File: src/rtl/xor_pkg.sv
// Shared constants, state encoding and helpers for the XOR frame LRC block.
package xor_pkg;

    localparam logic PARITY_EVEN = 1'b0;
    localparam logic PARITY_ODD  = 1'b1;

    typedef enum logic {
        ST_ACCUM = 1'b0,
        ST_HOLD  = 1'b1
    } state_t;

    // Counter increment that sticks at max_val instead of wrapping.
    function automatic logic [31:0] sat_inc(input logic [31:0] val, input logic [31:0] max_val);
        return (val >= max_val) ? max_val : val + 32'd1;
    endfunction

endpackage

File: src/rtl/xor_fold.sv
// Combinational XOR reduction of a WIDTH-bit word to a single parity bit.
module xor_fold
    import xor_pkg::*;
#(
    parameter int WIDTH = 8
) (
    input  logic [WIDTH-1:0] i_data,
    output logic             o_parity
);

    // Reduction XOR maps onto a balanced tree in synthesis for any WIDTH.
    assign o_parity = ^i_data;

endmodule

File: src/rtl/xor_frame_lrc.sv
// Streaming per-frame XOR LRC generator with folded parity and saturating word count.
// Optional expected-LRC compare (in_expect/out_err) when XOR_FRAME_LRC_CHECK_EN is defined.
module xor_frame_lrc
    import xor_pkg::*;
#(
    parameter int   WIDTH       = 8,
    parameter int   CNT_W       = 8,
    parameter logic ODD_DEFAULT = 1'b0
) (
    input  logic             clk,
    input  logic             rst,
    input  logic             in_valid,
    output logic             in_ready,
    input  logic [WIDTH-1:0] in_data,
    input  logic             in_last,
    input  logic             cfg_odd,
    output logic             out_valid,
    input  logic             out_ready,
    output logic [WIDTH-1:0] out_lrc,
    output logic             out_parity,
    output logic [CNT_W-1:0] out_count
`ifdef XOR_FRAME_LRC_CHECK_EN
    ,
    input  logic [WIDTH-1:0] in_expect,
    output logic             out_err
`endif
);

    localparam logic [31:0] CNT_MAX   = (32'd1 << CNT_W) - 32'd1;
    localparam logic        RST_SENSE = ODD_DEFAULT ? PARITY_ODD : PARITY_EVEN;

    state_t             r_state;
    state_t             w_state_nxt;
    logic [WIDTH-1:0]   r_acc;
    logic [CNT_W-1:0]   r_cnt;
    logic               r_odd;
    logic [WIDTH-1:0]   r_lrc;
    logic [CNT_W-1:0]   r_count;
    logic               r_parity;

    logic               w_in_fire;
    logic               w_out_fire;
    logic               w_first;
    logic               w_sense;
    logic [WIDTH-1:0]   w_lrc_nxt;
    logic [CNT_W-1:0]   w_cnt_nxt;
    logic               w_fold;

    assign out_valid  = (r_state == ST_HOLD);
    assign in_ready   = !out_valid || out_ready;
    assign w_in_fire  = in_valid && in_ready;
    assign w_out_fire = out_valid && out_ready;

    // The counter never wraps, so zero reliably marks the first beat of a frame.
    assign w_first   = (r_cnt == '0);
    assign w_sense   = w_first ? cfg_odd : r_odd;
    assign w_lrc_nxt = r_acc ^ in_data;
    assign w_cnt_nxt = CNT_W'(sat_inc(32'(r_cnt), CNT_MAX));

    xor_fold #(
        .WIDTH (WIDTH)
    ) u_fold (
        .i_data   (w_lrc_nxt),
        .o_parity (w_fold)
    );

    always_comb begin
        // NOTE: default first so every path assigns w_state_nxt and no latch is inferred.
        w_state_nxt = r_state;
        case (r_state)
            ST_ACCUM: if (w_in_fire && in_last) w_state_nxt = ST_HOLD;
            ST_HOLD:  if (w_out_fire && !(w_in_fire && in_last)) w_state_nxt = ST_ACCUM;
            default:  w_state_nxt = ST_ACCUM;
        endcase
    end

    // NOTE: sequential state uses non-blocking assignments so all registers update together.
    always_ff @(posedge clk) begin
        if (rst) r_state <= ST_ACCUM;
        else     r_state <= w_state_nxt;
    end

    always_ff @(posedge clk) begin
        if (rst) begin
            r_acc    <= '0;
            r_cnt    <= '0;
            r_odd    <= RST_SENSE;
            r_lrc    <= '0;
            r_count  <= '0;
            r_parity <= RST_SENSE;
        end else if (w_in_fire) begin
            if (w_first) r_odd <= cfg_odd;
            if (in_last) begin
                r_lrc    <= w_lrc_nxt;
                r_count  <= w_cnt_nxt;
                r_parity <= w_fold ^ w_sense;
                r_acc    <= '0;
                r_cnt    <= '0;
            end else begin
                r_acc <= w_lrc_nxt;
                r_cnt <= w_cnt_nxt;
            end
        end
    end

    assign out_lrc    = r_lrc;
    assign out_count  = r_count;
    assign out_parity = r_parity;

`ifdef XOR_FRAME_LRC_CHECK_EN
    logic r_err;

    always_ff @(posedge clk) begin
        if (rst)                       r_err <= 1'b0;
        else if (w_in_fire && in_last) r_err <= (w_lrc_nxt != in_expect);
    end

    assign out_err = r_err;
`endif

endmodule

File: config.mk
export PLATFORM = sky130hd
export DESIGN_NAME = xor_frame_lrc
export DESIGN_NICKNAME = d
export VERILOG_FILES = /design/src/rtl/xor_pkg.sv /design/src/rtl/xor_fold.sv /design/src/rtl/xor_frame_lrc.sv
export SDC_FILE = /design/constraint.sdc
export NUM_CORES = 1
export LEC_CHECK = 0
export BUFFER_PORTS_ARGS = -buffer_cell sky130_fd_sc_hd__buf_2
export CAP_MARGIN = 5
export CORE_UTILIZATION = 55
export DETAILED_ROUTE_END_ITERATION = 6
export PLACE_DENSITY = 0.79
export SKIP_LAST_GASP = 1
export SLEW_MARGIN = 25
export SYNTH_ARGS = -nofsm -noshare
export SYNTH_HDL_FRONTEND = slang
export SYNTH_HIERARCHICAL = 1
export SYNTH_SLANG_ARGS = --single-unit
File: constraint.sdc
create_clock -name clk -period 3.72 [get_ports clk]
set_clock_uncertainty 0.1 [all_clocks]
set_input_delay 0.93 -clock clk [delete_from_list [all_inputs] [get_ports clk]]
set_output_delay 0.93 -clock clk [all_outputs]
set_load 0.005 [all_outputs]
# Yosys cells after proc, flatten, opt, wreduce, memory -nomap -nowiden
# Cells that the tools add are included.
# op_classes
n_bitwise	3
n_reduce_logical	10
mux	7
n_lt_le_gt_ge	1
addsub	1
# ops
cell	n
8-bit two-way mux	3
8-bit by 1-bit adder with 8-bit output (second input constant)	1
8-bit >= comparator (second input constant)	1
8-bit logical NOT	1
8-bit parity	1
8-bit XOR	1
1-bit logical AND	4
1-bit two-way mux	3
1-bit logical NOT	2
1-bit case mux with 2 select lines	1
2-bit AND reduction	1
1-bit logical OR	1
1-bit inverter	1
1-bit XOR	1
# word_totals
register_bits	35
out_inout_bits	19
word_cells	29
in_bits	14

# Logic depth before layout (Yosys ltp)
# logic_depth
word_depth	8
depth_mapped	8
ltp_nobuf	8

# Cells and area by module
# Netlist, hierarchy kept.
# by_module_without_submodules
mod	n_inst	cells_each	seq_area_each_um2	area_each_um2
xor_frame_lrc	1	206	700.7	1664.1
xor_fold	1	7	0.0	61.3

# Least setup slack after synthesis
# Ideal clock, no wire load.
# synth_path
kind	input -> output
startpoint	input port out_ready
endpoint	output port in_ready
path_stages	2
required_time_ps	2690
setup_slack_ps	1504
n_path_buf	1
arrival_ps	1186
cell_sequence	nand2b_1 buf_2
# synth_between
elab_chain_len	1
# synth_lines
item	line	text
from (decl)	xor_frame_lrc.sv:18	input logic out_ready,
1-bit logical OR	xor_frame_lrc.sv:50	assign in_ready = !out_valid || out_ready;
to (decl)	xor_frame_lrc.sv:13	output logic in_ready,
# Every way passes these cells.

# Worst setup path in the final report
# Same ends and word-level chain as after synthesis.

==> metrics.txt <==
overall routed net length=3.90 mm; Max-slew headroom=0.430; Post-Layout Cell Count=267; RSZ-0062 raised after global routing=false; Worst Setup End Kind=primary output; DR vias=1602; Iter 0 DRT Violations=75; Power Density=396 nW/µm²; Tmin final=2.48 ns; outcome=finished, violations left; Starting Density=0.605; #FFs+latches synth=35; WP data required=2.69 ns; Mapped Area=1730 µm²; Most Frequent Cell on Critical Path=buf_2; violated checks=DRC; R2R Setup Slk=1.74 ns; antenna violations before repair=0; GRT Util Overall=0.259; Synthesized Nets=229; max_cap viols=0; Tcrit/Tclk final=0.667; antenna-violating nets left=0; DIE WIDTH=58.0 µm; Die H=58.0 µm; crit path capture=in_ready; worst path cell trace=buf_2, nand2b_1, buf_2; Worst path max stage delay=0.24 ns; Post-CTS Hold Fix Bufs=0; WS Path Type=in -> out; peak supply drop=0.000267 V; CP max FO=8; most frequent cells in the layout=35 x dfxtp_1, 32 x buf_2, 25 x nand2_1, 23 x a21oi_1, 22 x nor2_1; setup tns final=0 ns; Post-DP HPWL=2.70 mm; clock latency on the worst-skew pair=0.35 ns; Critical Path Source=out_ready; Post-synth ARST share=0; Initial DRT Pass Iterations=6; CTS tree=built; final net count=251; gpl congestion=0.813; worst-path cell with the longest stage delay=nand2b_1; worst r2r src=r_cnt[0]$_SDFFE_PP0P_; Area after DPL=1850 µm²; Worst Path Arrival=1.45 ns; Leak=0.780 nW; Yosys cell types=41; Seq/Total Area, Yosys=0.406; Final Max Slew Viols=0; Main synth FF type=dfxtp_1; finished layout cell area=1920 µm²; number of gates resized after CTS=0; Startpoint Class=primary input; Syn-to-layout area delta=11.2%; worst r2r dst=out_parity$_SDFFE_PP0P_; maximum root-to-sink buffer count=2; first-pass GRT wire length=6.59 mm; final setup vio count=0; vias in the first global route=1545; most common cell after layout, fill and taps aside=dfxtp_1; Hold Path Class=reg -> reg; Avg Vias per Cell=6.00; clk root buf=clkbuf_4; Post-Synthesis Cells=213; slew of the pin with the lowest slew margin=0.855 ns; WL per Instance=14.6 µm; Core Area=2850 µm²; largest net degree at the start of global routing=39; min-delay src=out_lrc[4]$_SDFFE_PP0P_; Hold Vio Cnt, Final=0; proportion of layout cells with a drive suffix above 1=0.191; reg2reg path depth=6; Synth warnings=6; GR Overflow Total=0; fmax=403 MHz; htree depth=2; post-CTS setup buffer count=0; total power draw=0.000760 W; DRC=2; Die Area=3370 µm²; total CTS buffers=5; Reg clk slew, reported paths=0.10 ns; Port Buffers=32; Top Ports=33; EDFF count, synth=0; diode count=0; DP Cell Count=259; clk sinks=35; Syn Area/Cell=8.10 µm²; Placement Rows=19
-- critical path: cells and delay by family --
kind                   cells  cell delay [ns]
buffers and inverters      2             0.27
AND/OR/NAND/NOR            1             0.24
-- state kept, by name, indices dropped and copies added, names as in the netlist --
signal	count
out_count	8
out_lrc	8
r_acc	8
r_cnt	8
out_parity	1
out_valid	1
r_odd	1
-- cell families after synthesis --
family,Yosys count,synth area share
buf+inv,22,0.0537
simple gates,87,0.260
xor+xnor,17,0.0863
compound gates,50,0.179
fa+ha+maj,2,0.0145
flops,35,0.406
-- where the power goes --
group	total, W	switching [W]	internal, W	leakage, nW
clock	0.000234	0.000123	0.000111	0.0386
combinational	0.000125	0.0000700	0.0000554	0.456
sequential	0.000401	0.00000962	0.000391	0.285
total	0.000760	0.000202	0.000558	0.780
-- final cells by class --
| cell class | count | area [µm²] |
|---|---|---|
| multi-input cells | 156 | 932 |
| flip-flops and latches | 35 | 701 |
| inverters | 5 | 18.8 |
| fillers | 248 | 933 |
| repair buffers | 32 | 160 |
| clock buffers | 8 | 68.8 |
| well taps | 31 | 38.8 |
-- cells in the mapped netlist, drive strengths merged (2+ instances only) --
cell    number  share of area
dfxtp       35           0.41
nand2       25          0.054
a21oi       23          0.067
nor2        22          0.048
clkbuf      14          0.030
xor2        11          0.056
o21ai        9          0.026
nand3b       8          0.035
nor3         6          0.017
xnor2        6          0.030
inv          5          0.011
nand4        4          0.015
a211oi       3          0.013
and2         3          0.011
buf          3          0.012
nand3        3         0.0087
nor4         3          0.011
o211ai       3          0.013
or3          3          0.014
a31oi        2         0.0073
and4         2          0.010
ha           2          0.015
o32ai        2          0.010
-- layer usage --
| layer | share of wire | up-vias | global-route usage |
|---|---|---|---|
| met4 | 0.025 | 0 | 0.167 |
| li1 | - | 792 | - |
| met5 | 0 | - | 0 |
| met3 | 0.055 | 13 | 0.0469 |
| met1 | 0.43 | 748 | 0.310 |
| met2 | 0.48 | 49 | 0.429 |
-- how the worst min path moves through the flow --
| stage | to | slack [ns] | cells past startpoint |
|---|---|---|---|
| after global placement | out_lrc[1]$_SDFFE_PP0P_ | 0.34 | 2 |
| after floorplan | out_count[4]$_SDFFE_PP0P_ | 0.35 | 2 |
| final | out_lrc[4]$_SDFFE_PP0P_ | 0.35 | 2 |
| after detailed placement | out_lrc[4]$_SDFFE_PP0P_ | 0.35 | 2 |
| after global routing | out_count[6]$_SDFFE_PP0P_ | 0.38 | 2 |
| after CTS | out_lrc[4]$_SDFFE_PP0P_ | 0.36 | 2 |
-- per-stage QoR --
stage	worst slack (ns)	utilization	hold slack, ns
2_1_floorplan	1.50	-	0.348
3_3_place_gp	1.20	0.649	0.341
3_5_place_dp	1.08	0.649	0.345
4_1_cts	1.25	0.673	0.360
5_1_grt	1.19	0.673	0.377
6_report	1.24	0.673	0.354
Power figures use the tool's default switching activity.
